==> src/rtl/pio_reg_arb_pkg.sv <==
// Shared types and constants for the two-requester PIO register arbiter.
package pio_reg_arb_pkg;

  localparam int unsigned DEF_TIMEOUT      = 1024;
  localparam logic [31:0] DEF_TIMEOUT_DATA = 32'hDEAD_BEEF;

  localparam int unsigned ADDR_W  = 32;
  localparam int unsigned DATA_W  = 32;
  localparam int unsigned RD_BE_W = 4;
  localparam int unsigned WR_BE_W = 8;
  localparam int unsigned CNT_W   = 16;
  localparam int unsigned N_REQ   = 2;

  typedef enum logic [1:0] {
    IDLE    = 2'd0,
    RD_WAIT = 2'd1,
    WR_HOLD = 2'd2
  } state_e;

  typedef logic req_idx_t;

  typedef struct packed {
    logic [ADDR_W-1:0]  addr;
    logic [RD_BE_W-1:0] be;
  } rd_req_t;

  typedef struct packed {
    logic [ADDR_W-1:0]  addr;
    logic [WR_BE_W-1:0] be;
    logic [DATA_W-1:0]  data;
  } wr_req_t;

  // Round-robin: on a tie the requester not granted last wins.
  function automatic req_idx_t rr_pick(input logic [1:0] req, input req_idx_t last);
    if (req[0] && req[1]) return ~last;
    return req[1];
  endfunction

endpackage

==> src/rtl/pio_reg_arbiter_if.sv <==
// Requester and target signal bundle of the PIO register arbiter.
interface pio_reg_arbiter_if;
  import pio_reg_arb_pkg::*;

  logic                r0_rd_en;
  logic [ADDR_W-1:0]   r0_rd_addr;
  logic [RD_BE_W-1:0]  r0_rd_be;
  logic [DATA_W-1:0]   r0_rd_data;
  logic                r0_rd_data_valid;
  logic                r0_wr_en;
  logic [ADDR_W-1:0]   r0_wr_addr;
  logic [WR_BE_W-1:0]  r0_wr_be;
  logic [DATA_W-1:0]   r0_wr_data;
  logic                r0_wr_busy;

  logic                r1_rd_en;
  logic [ADDR_W-1:0]   r1_rd_addr;
  logic [RD_BE_W-1:0]  r1_rd_be;
  logic [DATA_W-1:0]   r1_rd_data;
  logic                r1_rd_data_valid;
  logic                r1_wr_en;
  logic [ADDR_W-1:0]   r1_wr_addr;
  logic [WR_BE_W-1:0]  r1_wr_be;
  logic [DATA_W-1:0]   r1_wr_data;
  logic                r1_wr_busy;

  logic                rd_en;
  logic [ADDR_W-1:0]   rd_addr;
  logic [RD_BE_W-1:0]  rd_be;
  logic [DATA_W-1:0]   rd_data;
  logic                rd_data_valid;
  logic                wr_en;
  logic [ADDR_W-1:0]   wr_addr;
  logic [WR_BE_W-1:0]  wr_be;
  logic [DATA_W-1:0]   wr_data;
  logic                wr_busy;
  logic                timeout_err;

  // Arbiter side
  modport master (
    input  r0_rd_en, r0_rd_addr, r0_rd_be, r0_wr_en, r0_wr_addr, r0_wr_be, r0_wr_data,
    input  r1_rd_en, r1_rd_addr, r1_rd_be, r1_wr_en, r1_wr_addr, r1_wr_be, r1_wr_data,
    output r0_rd_data, r0_rd_data_valid, r0_wr_busy,
    output r1_rd_data, r1_rd_data_valid, r1_wr_busy,
    output rd_en, rd_addr, rd_be, wr_en, wr_addr, wr_be, wr_data, timeout_err,
    input  rd_data, rd_data_valid, wr_busy
  );

  // Requester/target environment side
  modport slave (
    output r0_rd_en, r0_rd_addr, r0_rd_be, r0_wr_en, r0_wr_addr, r0_wr_be, r0_wr_data,
    output r1_rd_en, r1_rd_addr, r1_rd_be, r1_wr_en, r1_wr_addr, r1_wr_be, r1_wr_data,
    input  r0_rd_data, r0_rd_data_valid, r0_wr_busy,
    input  r1_rd_data, r1_rd_data_valid, r1_wr_busy,
    input  rd_en, rd_addr, rd_be, wr_en, wr_addr, wr_be, wr_data, timeout_err,
    output rd_data, rd_data_valid, wr_busy
  );

endinterface

==> src/rtl/pio_reg_arb_slot.sv <==
// One-deep request capture: loads when empty, drops loads while full.
module pio_reg_arb_slot #(
  parameter int unsigned W = 32
) (
  input  logic         clk,
  input  logic         rst_n,
  input  logic         load_i,
  input  logic         clear_i,
  input  logic [W-1:0] data_i,
  output logic         full_o,
  output logic [W-1:0] data_o
);

  logic         full_q;
  logic         full_d;
  logic [W-1:0] data_q;

  // A clear also cancels a load arriving in the same cycle (bypassed grant).
  assign full_d = (full_q | load_i) & ~clear_i;

  always_ff @(posedge clk or negedge rst_n) begin
    if (!rst_n) begin
      full_q <= 1'b0;
      data_q <= '0;
    end else begin
      full_q <= full_d;
      if (load_i && !full_q) data_q <= data_i;
    end
  end

  assign full_o = full_q;
  assign data_o = data_q;

endmodule

==> src/rtl/pio_reg_arbiter.sv <==
// Arbitrates PCIe PIO (r0) and local (r1) register accesses onto one target port.
module pio_reg_arbiter
  import pio_reg_arb_pkg::*;
#(
  parameter int unsigned TIMEOUT      = DEF_TIMEOUT,
  parameter logic [31:0] TIMEOUT_DATA = DEF_TIMEOUT_DATA
) (
  input  logic               clk,
  input  logic               rst_n,
  pio_reg_arbiter_if.master  bus
);

  logic [N_REQ-1:0] rd_ld, wr_ld, rd_clr, wr_clr, rd_full, wr_full;
  logic [N_REQ-1:0] rd_vld_c, wr_vld_c, req_c;
  rd_req_t          rd_in [N_REQ];
  rd_req_t          rd_q  [N_REQ];
  rd_req_t          rd_c  [N_REQ];
  wr_req_t          wr_in [N_REQ];
  wr_req_t          wr_q  [N_REQ];
  wr_req_t          wr_c  [N_REQ];

  state_e             state_q;
  req_idx_t           gnt_q, last_q, pick_c;
  logic [CNT_W-1:0]   cnt_q;
  logic               go_c, use_wr_c;
  logic               rd_en_q, wr_en_q, tmo_q;
  logic [ADDR_W-1:0]  rd_addr_q, wr_addr_q;
  logic [RD_BE_W-1:0] rd_be_q;
  logic [WR_BE_W-1:0] wr_be_q;
  logic [DATA_W-1:0]  wr_data_q;
  logic [DATA_W-1:0]  rsp_data_q [N_REQ];
  logic [N_REQ-1:0]   rsp_vld_q;

  assign rd_ld[0] = bus.r0_rd_en;
  assign rd_ld[1] = bus.r1_rd_en;
  assign wr_ld[0] = bus.r0_wr_en;
  assign wr_ld[1] = bus.r1_wr_en;
  assign rd_in[0] = {bus.r0_rd_addr, bus.r0_rd_be};
  assign rd_in[1] = {bus.r1_rd_addr, bus.r1_rd_be};
  assign wr_in[0] = {bus.r0_wr_addr, bus.r0_wr_be, bus.r0_wr_data};
  assign wr_in[1] = {bus.r1_wr_addr, bus.r1_wr_be, bus.r1_wr_data};

  // Per-requester read and write slots; requests arriving this cycle are
  // visible to the arbiter immediately so an idle read reaches rd_en next cycle.
  for (genvar g = 0; g < N_REQ; g++) begin : g_req
    pio_reg_arb_slot #(.W($bits(rd_req_t))) u_rd_slot (
      .clk     (clk),
      .rst_n   (rst_n),
      .load_i  (rd_ld[g]),
      .clear_i (rd_clr[g]),
      .data_i  (rd_in[g]),
      .full_o  (rd_full[g]),
      .data_o  (rd_q[g])
    );

    pio_reg_arb_slot #(.W($bits(wr_req_t))) u_wr_slot (
      .clk     (clk),
      .rst_n   (rst_n),
      .load_i  (wr_ld[g]),
      .clear_i (wr_clr[g]),
      .data_i  (wr_in[g]),
      .full_o  (wr_full[g]),
      .data_o  (wr_q[g])
    );

    assign rd_vld_c[g] = rd_full[g] | rd_ld[g];
    assign wr_vld_c[g] = wr_full[g] | wr_ld[g];
    assign rd_c[g]     = rd_full[g] ? rd_q[g] : rd_in[g];
    assign wr_c[g]     = wr_full[g] ? wr_q[g] : wr_in[g];
    assign req_c[g]    = rd_vld_c[g] | wr_vld_c[g];
  end

  // Grant selection and slot release
  always_comb begin
    pick_c   = rr_pick(req_c, last_q);
    go_c     = (state_q == IDLE) && (|req_c);
    use_wr_c = wr_vld_c[pick_c];
    rd_clr   = '0;
    wr_clr   = '0;
    if (go_c && !use_wr_c) rd_clr[pick_c] = 1'b1;
    if ((state_q == WR_HOLD) && !bus.wr_busy) wr_clr[gnt_q] = 1'b1;
  end

  always_ff @(posedge clk or negedge rst_n) begin
    if (!rst_n) begin
      state_q       <= IDLE;
      gnt_q         <= 1'b0;
      last_q        <= 1'b1;
      cnt_q         <= '0;
      rd_en_q       <= 1'b0;
      rd_addr_q     <= '0;
      rd_be_q       <= '0;
      wr_en_q       <= 1'b0;
      wr_addr_q     <= '0;
      wr_be_q       <= '0;
      wr_data_q     <= '0;
      tmo_q         <= 1'b0;
      rsp_vld_q     <= '0;
      rsp_data_q[0] <= '0;
      rsp_data_q[1] <= '0;
    end else begin
      rd_en_q   <= 1'b0;
      wr_en_q   <= 1'b0;
      tmo_q     <= 1'b0;
      rsp_vld_q <= '0;
      case (state_q)
        IDLE: begin
          if (go_c) begin
            gnt_q  <= pick_c;
            last_q <= pick_c;
            cnt_q  <= '0;
            if (use_wr_c) begin
              state_q   <= WR_HOLD;
              wr_addr_q <= wr_c[pick_c].addr;
              wr_be_q   <= wr_c[pick_c].be;
              wr_data_q <= wr_c[pick_c].data;
            end else begin
              state_q   <= RD_WAIT;
              rd_en_q   <= 1'b1;
              rd_addr_q <= rd_c[pick_c].addr;
              rd_be_q   <= rd_c[pick_c].be;
            end
          end
        end
        RD_WAIT: begin
          // cnt_q counts elapsed wait cycles; the final one completes with TIMEOUT_DATA.
          if (bus.rd_data_valid) begin
            rsp_data_q[gnt_q] <= bus.rd_data;
            rsp_vld_q[gnt_q]  <= 1'b1;
            state_q           <= IDLE;
          end else if (cnt_q == CNT_W'(TIMEOUT - 1)) begin
            rsp_data_q[gnt_q] <= TIMEOUT_DATA;
            rsp_vld_q[gnt_q]  <= 1'b1;
            tmo_q             <= 1'b1;
            state_q           <= IDLE;
          end else begin
            cnt_q <= cnt_q + CNT_W'(1);
          end
        end
        WR_HOLD: begin
          if (!bus.wr_busy) begin
            wr_en_q <= 1'b1;
            state_q <= IDLE;
          end
        end
        default: state_q <= IDLE;
      endcase
    end
  end

  assign bus.rd_en            = rd_en_q;
  assign bus.rd_addr          = rd_addr_q;
  assign bus.rd_be            = rd_be_q;
  assign bus.wr_en            = wr_en_q;
  assign bus.wr_addr          = wr_addr_q;
  assign bus.wr_be            = wr_be_q;
  assign bus.wr_data          = wr_data_q;
  assign bus.timeout_err      = tmo_q;
  assign bus.r0_rd_data       = rsp_data_q[0];
  assign bus.r1_rd_data       = rsp_data_q[1];
  assign bus.r0_rd_data_valid = rsp_vld_q[0];
  assign bus.r1_rd_data_valid = rsp_vld_q[1];
  assign bus.r0_wr_busy       = wr_full[0] | ((state_q == WR_HOLD) && (gnt_q == 1'b0));
  assign bus.r1_wr_busy       = wr_full[1] | ((state_q == WR_HOLD) && (gnt_q == 1'b1));

endmodule

==> src/flat_wrapper.sv <==
// flat-port wrapper written by rule: the top's interface ports become plain ports
module pio_reg_arbiter_flat import pio_reg_arb_pkg::*;
#(
  parameter int unsigned TIMEOUT      = DEF_TIMEOUT,
  parameter logic [31:0] TIMEOUT_DATA = DEF_TIMEOUT_DATA
)
  (clk, rst_n, bus_r0_rd_en, bus_r0_rd_addr, bus_r0_rd_be, bus_r0_wr_en, bus_r0_wr_addr, bus_r0_wr_be, bus_r0_wr_data, bus_r1_rd_en, bus_r1_rd_addr, bus_r1_rd_be, bus_r1_wr_en, bus_r1_wr_addr, bus_r1_wr_be, bus_r1_wr_data, bus_r0_rd_data, bus_r0_rd_data_valid, bus_r0_wr_busy, bus_r1_rd_data, bus_r1_rd_data_valid, bus_r1_wr_busy, bus_rd_en, bus_rd_addr, bus_rd_be, bus_wr_en, bus_wr_addr, bus_wr_be, bus_wr_data, bus_timeout_err, bus_rd_data, bus_rd_data_valid, bus_wr_busy);
  pio_reg_arbiter_if bus_i ();
  input  logic clk;
  input  logic rst_n;
  input wire logic [$bits(bus_i.r0_rd_en)-1:0] bus_r0_rd_en;
  input wire logic [$bits(bus_i.r0_rd_addr)-1:0] bus_r0_rd_addr;
  input wire logic [$bits(bus_i.r0_rd_be)-1:0] bus_r0_rd_be;
  input wire logic [$bits(bus_i.r0_wr_en)-1:0] bus_r0_wr_en;
  input wire logic [$bits(bus_i.r0_wr_addr)-1:0] bus_r0_wr_addr;
  input wire logic [$bits(bus_i.r0_wr_be)-1:0] bus_r0_wr_be;
  input wire logic [$bits(bus_i.r0_wr_data)-1:0] bus_r0_wr_data;
  input wire logic [$bits(bus_i.r1_rd_en)-1:0] bus_r1_rd_en;
  input wire logic [$bits(bus_i.r1_rd_addr)-1:0] bus_r1_rd_addr;
  input wire logic [$bits(bus_i.r1_rd_be)-1:0] bus_r1_rd_be;
  input wire logic [$bits(bus_i.r1_wr_en)-1:0] bus_r1_wr_en;
  input wire logic [$bits(bus_i.r1_wr_addr)-1:0] bus_r1_wr_addr;
  input wire logic [$bits(bus_i.r1_wr_be)-1:0] bus_r1_wr_be;
  input wire logic [$bits(bus_i.r1_wr_data)-1:0] bus_r1_wr_data;
  output wire logic [$bits(bus_i.r0_rd_data)-1:0] bus_r0_rd_data;
  output wire logic [$bits(bus_i.r0_rd_data_valid)-1:0] bus_r0_rd_data_valid;
  output wire logic [$bits(bus_i.r0_wr_busy)-1:0] bus_r0_wr_busy;
  output wire logic [$bits(bus_i.r1_rd_data)-1:0] bus_r1_rd_data;
  output wire logic [$bits(bus_i.r1_rd_data_valid)-1:0] bus_r1_rd_data_valid;
  output wire logic [$bits(bus_i.r1_wr_busy)-1:0] bus_r1_wr_busy;
  output wire logic [$bits(bus_i.rd_en)-1:0] bus_rd_en;
  output wire logic [$bits(bus_i.rd_addr)-1:0] bus_rd_addr;
  output wire logic [$bits(bus_i.rd_be)-1:0] bus_rd_be;
  output wire logic [$bits(bus_i.wr_en)-1:0] bus_wr_en;
  output wire logic [$bits(bus_i.wr_addr)-1:0] bus_wr_addr;
  output wire logic [$bits(bus_i.wr_be)-1:0] bus_wr_be;
  output wire logic [$bits(bus_i.wr_data)-1:0] bus_wr_data;
  output wire logic [$bits(bus_i.timeout_err)-1:0] bus_timeout_err;
  input wire logic [$bits(bus_i.rd_data)-1:0] bus_rd_data;
  input wire logic [$bits(bus_i.rd_data_valid)-1:0] bus_rd_data_valid;
  input wire logic [$bits(bus_i.wr_busy)-1:0] bus_wr_busy;
  assign bus_i.r0_rd_en = bus_r0_rd_en;
  assign bus_i.r0_rd_addr = bus_r0_rd_addr;
  assign bus_i.r0_rd_be = bus_r0_rd_be;
  assign bus_i.r0_wr_en = bus_r0_wr_en;
  assign bus_i.r0_wr_addr = bus_r0_wr_addr;
  assign bus_i.r0_wr_be = bus_r0_wr_be;
  assign bus_i.r0_wr_data = bus_r0_wr_data;
  assign bus_i.r1_rd_en = bus_r1_rd_en;
  assign bus_i.r1_rd_addr = bus_r1_rd_addr;
  assign bus_i.r1_rd_be = bus_r1_rd_be;
  assign bus_i.r1_wr_en = bus_r1_wr_en;
  assign bus_i.r1_wr_addr = bus_r1_wr_addr;
  assign bus_i.r1_wr_be = bus_r1_wr_be;
  assign bus_i.r1_wr_data = bus_r1_wr_data;
  assign bus_r0_rd_data = bus_i.r0_rd_data;
  assign bus_r0_rd_data_valid = bus_i.r0_rd_data_valid;
  assign bus_r0_wr_busy = bus_i.r0_wr_busy;
  assign bus_r1_rd_data = bus_i.r1_rd_data;
  assign bus_r1_rd_data_valid = bus_i.r1_rd_data_valid;
  assign bus_r1_wr_busy = bus_i.r1_wr_busy;
  assign bus_rd_en = bus_i.rd_en;
  assign bus_rd_addr = bus_i.rd_addr;
  assign bus_rd_be = bus_i.rd_be;
  assign bus_wr_en = bus_i.wr_en;
  assign bus_wr_addr = bus_i.wr_addr;
  assign bus_wr_be = bus_i.wr_be;
  assign bus_wr_data = bus_i.wr_data;
  assign bus_timeout_err = bus_i.timeout_err;
  assign bus_i.rd_data = bus_rd_data;
  assign bus_i.rd_data_valid = bus_rd_data_valid;
  assign bus_i.wr_busy = bus_wr_busy;
  pio_reg_arbiter #(.TIMEOUT(TIMEOUT), .TIMEOUT_DATA(TIMEOUT_DATA)) u_core (.clk(clk), .rst_n(rst_n), .bus(bus_i));
endmodule
==> config.mk <==
export PLATFORM = sky130hd
export DESIGN_NAME = pio_reg_arbiter_flat
export DESIGN_NICKNAME = d
export VERILOG_FILES = /design/src/rtl/pio_reg_arb_pkg.sv /design/src/rtl/pio_reg_arbiter_if.sv /design/src/rtl/pio_reg_arb_slot.sv /design/src/rtl/pio_reg_arbiter.sv /design/src/flat_wrapper.sv
export SDC_FILE = /design/constraint.sdc
export NUM_CORES = 1
export LEC_CHECK = 0
export ABC_AREA = 1
export CAP_MARGIN = 20
export CORE_MARGIN = 1.5
export CORE_UTILIZATION = 29
export DETAILED_ROUTE_END_ITERATION = 7
export GPL_TIMING_DRIVEN = 0
export HOLD_SLACK_MARGIN = 0.05
export SYNTH_ARGS = -nofsm -noshare
export SYNTH_HDL_FRONTEND = slang
export SYNTH_SLANG_ARGS = --single-unit
==> constraint.sdc <==
create_clock -name clk -period 3.6 [get_ports clk]
set_input_delay 0.9 -clock clk [delete_from_list [all_inputs] [get_ports clk]]
set_output_delay 0.9 -clock clk [all_outputs]
set_load 0.01 [all_outputs]
# Word-level counts from Yosys, hierarchy flattened
# Cells that the tools add are included.
# op_classes
n_addsub,1
magnitude_cmp,7
n_eq_ne,8
n_mux,47
bitwise,24
reduce_logical,29
# ops
cell,n
two-way mux 72 bit,5
two-way mux 36 bit,5
two-way mux 64 bit,2
bitwise mux 64 bit,1
two-way mux 16 bit,3
OR 48 bit,1
demux 32 bit (select 1 bit),1
two-way mux 32 bit,1
case mux 16 bit (2 select lines),1
two-way mux 2 bit,10
adder 16 x 1 -> 16 bit (second input constant),1
AND 16 bit,1
== test 16 x 10 -> 1 bit (second input constant),1
NOT 16 bit,1
two-way mux 1 bit,15
logical AND 1 bit,13
AND reduction 3 bit,3
OR 1 bit,8
NOT 1 bit,7
zero test 1 bit,6
!= test 2 bit (second input constant),3
case mux 2 bit (3 select lines),1
AND 1 bit,4
greater-or-equal comparator 2 bit (second input constant),2
other kinds (14),20
# word_totals
register_bits,417
out_inout_bits,179
wordCells,139

# Logic depth before layout (Yosys ltp)
# depth
depth_word,12
ltp_mapped,11
ltp_nobuf,9

# By module
# From an unflattened synthesis, not the netlist that was laid out.
# unflattened
hier_cells,2383
area_unflattened_um2,20956.3
# by_module_without_submodules
mod,instances,cells_per_inst,area_per_inst_um2,seq_area_each_um2
pio_reg_arbiter,1,1435,11712.5,4931.0
pio_reg_arb_slot (u_core.g_req[0].u_wr_slot ...),2,315,3140.5,1826.8
pio_reg_arb_slot (u_core.g_req[0].u_rd_slot ...),2,159,1481.4,925.9

# Least setup slack after synthesis
# OpenSTA, ideal clock, no wires.
# synth_path
kind,in2reg
startpoint,in bus_r0_rd_en
endpoint,reg u_core.rd_addr_q[16] (netlist: u_core.bus.rd_addr[16])
setup_time_ps,117
t_arrival_ps,1969
required_ps,3483
path_slack_ps,1514
cell_stages,11
n_path_buf,3
path_cell_list,nor2_1 > nand2_1 > nand2_2 > nand2_4 > buf_6 > a21oi_2 > nand2_1 > buf_4 > buf_6 > nand2_1 > nand2_1
# synth_between
elab_chain_len,9
elab_cells_between_ends,15
classes_between,mux (7); bitwise (4); reduce/logical (4)
# synth_rtl
item,line_no,rtl
from (decl),flat_wrapper.sv:11,input wire logic [$bits(bus_i.r0_rd_en)-1:0] bus_r0_rd_en;
OR 1 bit *,pio_reg_arbiter.sv:66,assign rd_vld_c[g] = rd_full[g] | rd_ld[g];
OR 1 bit *,pio_reg_arbiter.sv:70,assign req_c[g] = rd_vld_c[g] | wr_vld_c[g];
logical AND 1 bit,pio_reg_arb_pkg.sv:35,if (req[0] && req[1]) return ~last;
two-way mux 1 bit,pio_reg_arb_pkg.sv:35,
two-way mux 1 bit,pio_reg_arb_pkg.sv:36,return req[1];
two-way mux 1 bit (implied by the code) or NOT 1 -> 2 bit (tied branches),"pio_reg_arbiter.sv:77, pio_reg_arbiter.sv:120",
two-way mux 1 bit (implied by the code) or two-way mux 36 bit (tied branches),"pio_reg_arbiter.sv:77, pio_reg_arbiter.sv:120",
NOT 1 bit (no line) or two-way mux 36 bit (tied branches),n/a,
AND reduction 3 bit (no line) or two-way mux 36 bit (tied branches),n/a,
to (signal assigned),pio_reg_arbiter.sv:120,rd_addr_q <= rd_c[pick_c].addr;
to (decl),pio_reg_arbiter.sv:27,"logic [ADDR_W-1:0] rd_addr_q, wr_addr_q;"
# Mark *: on every way between the ends. The rest lies on a longest branch, timed or not. The select of a mux whose other input is x is not followed.
# A chain may end at the register's enable or synchronous reset.

# Final worst setup path
# layout_path
startpoint,reg u_core.g_req[1].u_wr_slot.full_q
endpoint,out bus_r1_wr_busy
# layout_between
elab_chain_len,1
# layout_rtl
item,line_no,rtl
from (decl),pio_reg_arb_slot.sv:14,logic full_q;
from (signal assigned),pio_reg_arb_slot.sv:26,full_q <= full_d;
OR 1 bit,pio_reg_arbiter.sv:164,assign bus.r1_wr_busy = wr_full[1] | ((state_q == WR_HOLD) && (gnt_q == 1'b1));
to (decl),flat_wrapper.sv:30,output wire logic [$bits(bus_i.r1_wr_busy)-1:0] bus_r1_wr_busy;
# No other way between the ends.

==> impl_metrics.yaml <==
global_route:
  grt_max_degree: 113
  antenna_found_initial: 13
  grt_pass1_vias: 18873
  grt_pass1_wl_um: 113000
  gr-total-overflow: 0
  gr-usage-all-layers: 0.206
pwr:
  leakagePower_nw: 13.1
  power_density_nw_per_um2: 846
  ir_drop_v: 0.000367
floorplanning:
  core_area_um2: 68600
  die_y_um: 266
  initial_core_util: 0.293
  die_x_um: 266
  num_rows: 96
  die-area_um2: 70900
  ioPinCount: 435
worst_setup_path:
  max_stage_delay_ns: 0.53
  reg2reg_depth: 7
  critPathCaptureType: "output port"
  critPathTopFamily: "buffers and inverters"
  worstReg2RegStart: "u_core.g_req[0].u_wr_slot.full_o"
  cp_cell_sequence: "inv_2 > buf_4 > o21ai_0 > clkdlybuf4s50_1"
  r2r_slack_ns: 0.89
  worstPathMaxFanout: 19
  rr_endpoint: "u_core.g_req[0].u_wr_slot.data_o[33]"
  cp_data_required_time_ns: 2.70
  start_kind: "flip-flop"
  critPathKind: "reg2out"
  slowest_stage: "clkdlybuf4s50_1"
  cp_data_arrival_time_ns: 2.51
  path_buf_inv: 3
routing:
  vias_per_cell: 4.71
  wl_per_cell_um: 18.1
  drt_iter0_drc: 1313
  dr.pass1.iters: 5
  drc: 0
  num_vias: 19198
  postRouteAntennaNets: 0
  routed_wl_um: 73700
cells_and_area:
  ff_latch_area_um2: 10400
  finish.net_count: 3365
  syn2layout_area_growth_pct: 35.9
  multiInputGateArea_um2: 7780
  final_util: 0.398
  drive_gt1_frac: 0.0566
  nFillCells: 7044
logic_synthesis:
  yosys-top-cells-area: "dfrtp_1 52%, nand2_1 17%, o21ai_0 13%"
  synth_commonest_cells: "896 x nand2_1, 521 x o21ai_0, 416 x dfrtp_1, 263 x inv_1, 127 x nand3_1"
  synth_area_um2: 20100
  syn_avg_cell_area_um2: 7.67
  synth-async-reset-ratio: 1.00
  synth_most_common_cell: "nand2_1"
  ys_types: 35
  synth_edf_count: 0
  synth_area_leader_cell: "dfrtp_1"
  ys_ff_latch: 417
  syn_inst: 2621
  yosys_warnings: 0
  synth_top_area_share: 0.518
  seq_area_frac_synth: 0.519
  syn-num-nets: 2878
  synthFlopType: "dfrtp_1"
sta:
  finalCriticalPeriod_ns: 3.41
  setup_tns_ns: 0
  slew_viol_final: 0
  hold_violations: 0
  slew_headroom: 0.399
  setup_viol: 0
  fin_skew_ns: 0.0127
  worst_slew_pin_slew_ns: 0.902
  min_period_over_period: 0.948
  rsz0062_at_grt: "false"
  fmax_ghz: 0.293
clock_network:
  h-tree-depth: 2
  cts_buffer_depth: 3
  cts_buffers: 49
  clk_pin_slew_ns: 0.06
  clock-sinks: 417
  cts_root_buf: "clkbuf_16"
  insertion_delay_ns: 0.59
  cts_tree: "built"
placement:
  routabilityCongestion: 0.860
  dp_hpwl_um: 54500
  port_buffers: 434
hold_path:
  hp-class: "in2async"
flow_run:
  drv_cap: 0
outcome:
  outcome: "completed"
==> routing by layer <==
layer  track usage  routed length [um]  vias to the layer above
met5             0                 171                        -
met2         0.328               33700                      555
met4        0.0636                2110                       24
li1              -                   -                     9308
met3        0.0527                5010                      131
met1         0.272               32700                     9180
==> power breakdown <==
| part | internal (mW) | total (mW) | switching, mW | leakage [nW] |
|---|---|---|---|---|
| registers | 6.67 | 7.74 | 1.06 | 5.30 |
| clock network | 2.98 | 5.05 | 2.07 | 0.796 |
| logic | 4.13 | 10.3 | 6.18 | 6.98 |
==> metrics by stage <==
stage	setup WS, ns	instance area (um2)	total power [mW]	instances	hold WS [ns]
final	0.188	27300	23.1	4079	0.315
after global routing	0.0486	27300	24.9	4078	0.411
after CTS	0.0900	27300	23.4	4077	0.376
after detailed placement	0.0219	25700	18.2	3989	0.457
after global placement	-18.13	25600	18.1	3986	0.453
after floorplan	1.51	20100	13.5	2621	0.448
==> cell families after synthesis <==
group | synth area share
adders and majority gates | 0.000623
xor gates and xnor gates | 0.00305
DFF | 0.519
buffers and inverters | 0.0932
muxes | 0.00168
and+or+nand+nor | 0.235
AOI/OAI and AO/OA | 0.147
==> final cells by class <==
type	count	share of cell area
sequential	417	0.382
clock inverter	12	0.00440
tap	931	0.0427
timing repair buffer	437	0.162
inverter	266	0.0366
antenna	2	0.000183
buffer	171	0.0319
clock buffer	77	0.0547
multi-input combinational	1766	0.285
==> worst max path at each step <==
stage                                          start                endpoint  slack (ns)  cells past startpoint
finish              u_core.g_req[1].u_wr_slot.full_o          bus_r1_wr_busy        0.19                      4
CTS                 u_core.g_req[1].u_wr_slot.full_o          bus_r1_wr_busy        0.09                      4
floorplan                               bus_r0_rd_en  u_core.bus.rd_addr[16]        1.51                     11
detailed placement  u_core.g_req[1].u_wr_slot.full_o          bus_r1_wr_busy        0.02                      5
global route                            u_core.gnt_q          bus_r0_wr_busy        0.05                      4
global placement                               rst_n  u_core.bus.rd_addr[11]      -18.13                      1
==> placed cells by master, fill, tap and decap left out, types with 2 or more instances in the layout <==
| cell type | count |
|---|---|
| clkdlybuf4s50_1 | 433 |
| diode_2 | 2 |
| nor2_4 | 2 |
| nand2_2 | 4 |
| mux2_2 | 3 |
| nand3_2 | 2 |
| bufinv_16 | 2 |
| buf_4 | 22 |
| buf_16 | 3 |
| inv_2 | 2 |
| nor2_1 | 93 |
| nand4_1 | 37 |
| or2_2 | 3 |
| clkinv_2 | 7 |
| clkbuf_8 | 12 |
| xor2_1 | 6 |
| buf_1 | 13 |
| nor2_2 | 2 |
| o21ai_1 | 17 |
| nand3_1 | 127 |
| nand2_1 | 896 |
| buf_6 | 13 |
| o21bai_1 | 3 |
| o21ai_0 | 521 |
| dfrtp_1 | 416 |
| a21oi_2 | 2 |
| buf_2 | 38 |
| clkbuf_2 | 2 |
| clkbuf_16 | 51 |
| a21oi_1 | 40 |
| inv_1 | 263 |
| clkbuf_1 | 97 |
==> repair_timing <==
| action | 4_1_cts | 5_1_grt |
|---|---|---|
| setup endpoints to repair | 1 | 0 |
| endpoints found under the hold margin | 0 | 0 |
| hold buffers | 0 | 0 |
| gates resized for setup | 1 | 0 |
| buffers inserted | 0 | 0 |
==> flip-flops by register name (all words and copies together), names as in the netlist, 16 cells and up <==
signal	cells
u_core.bus.wr_data	32
u_core.bus.rd_addr	32
u_core.bus.wr_addr	32
u_core.bus.r0_rd_data	32
u_core.g_req.u_wr_slot.data_o	144
u_core.bus.r1_rd_data	32
u_core.cnt_q	16
u_core.g_req.u_rd_slot.data_o	72
Note: power is estimated with default switching activity, not from simulation.
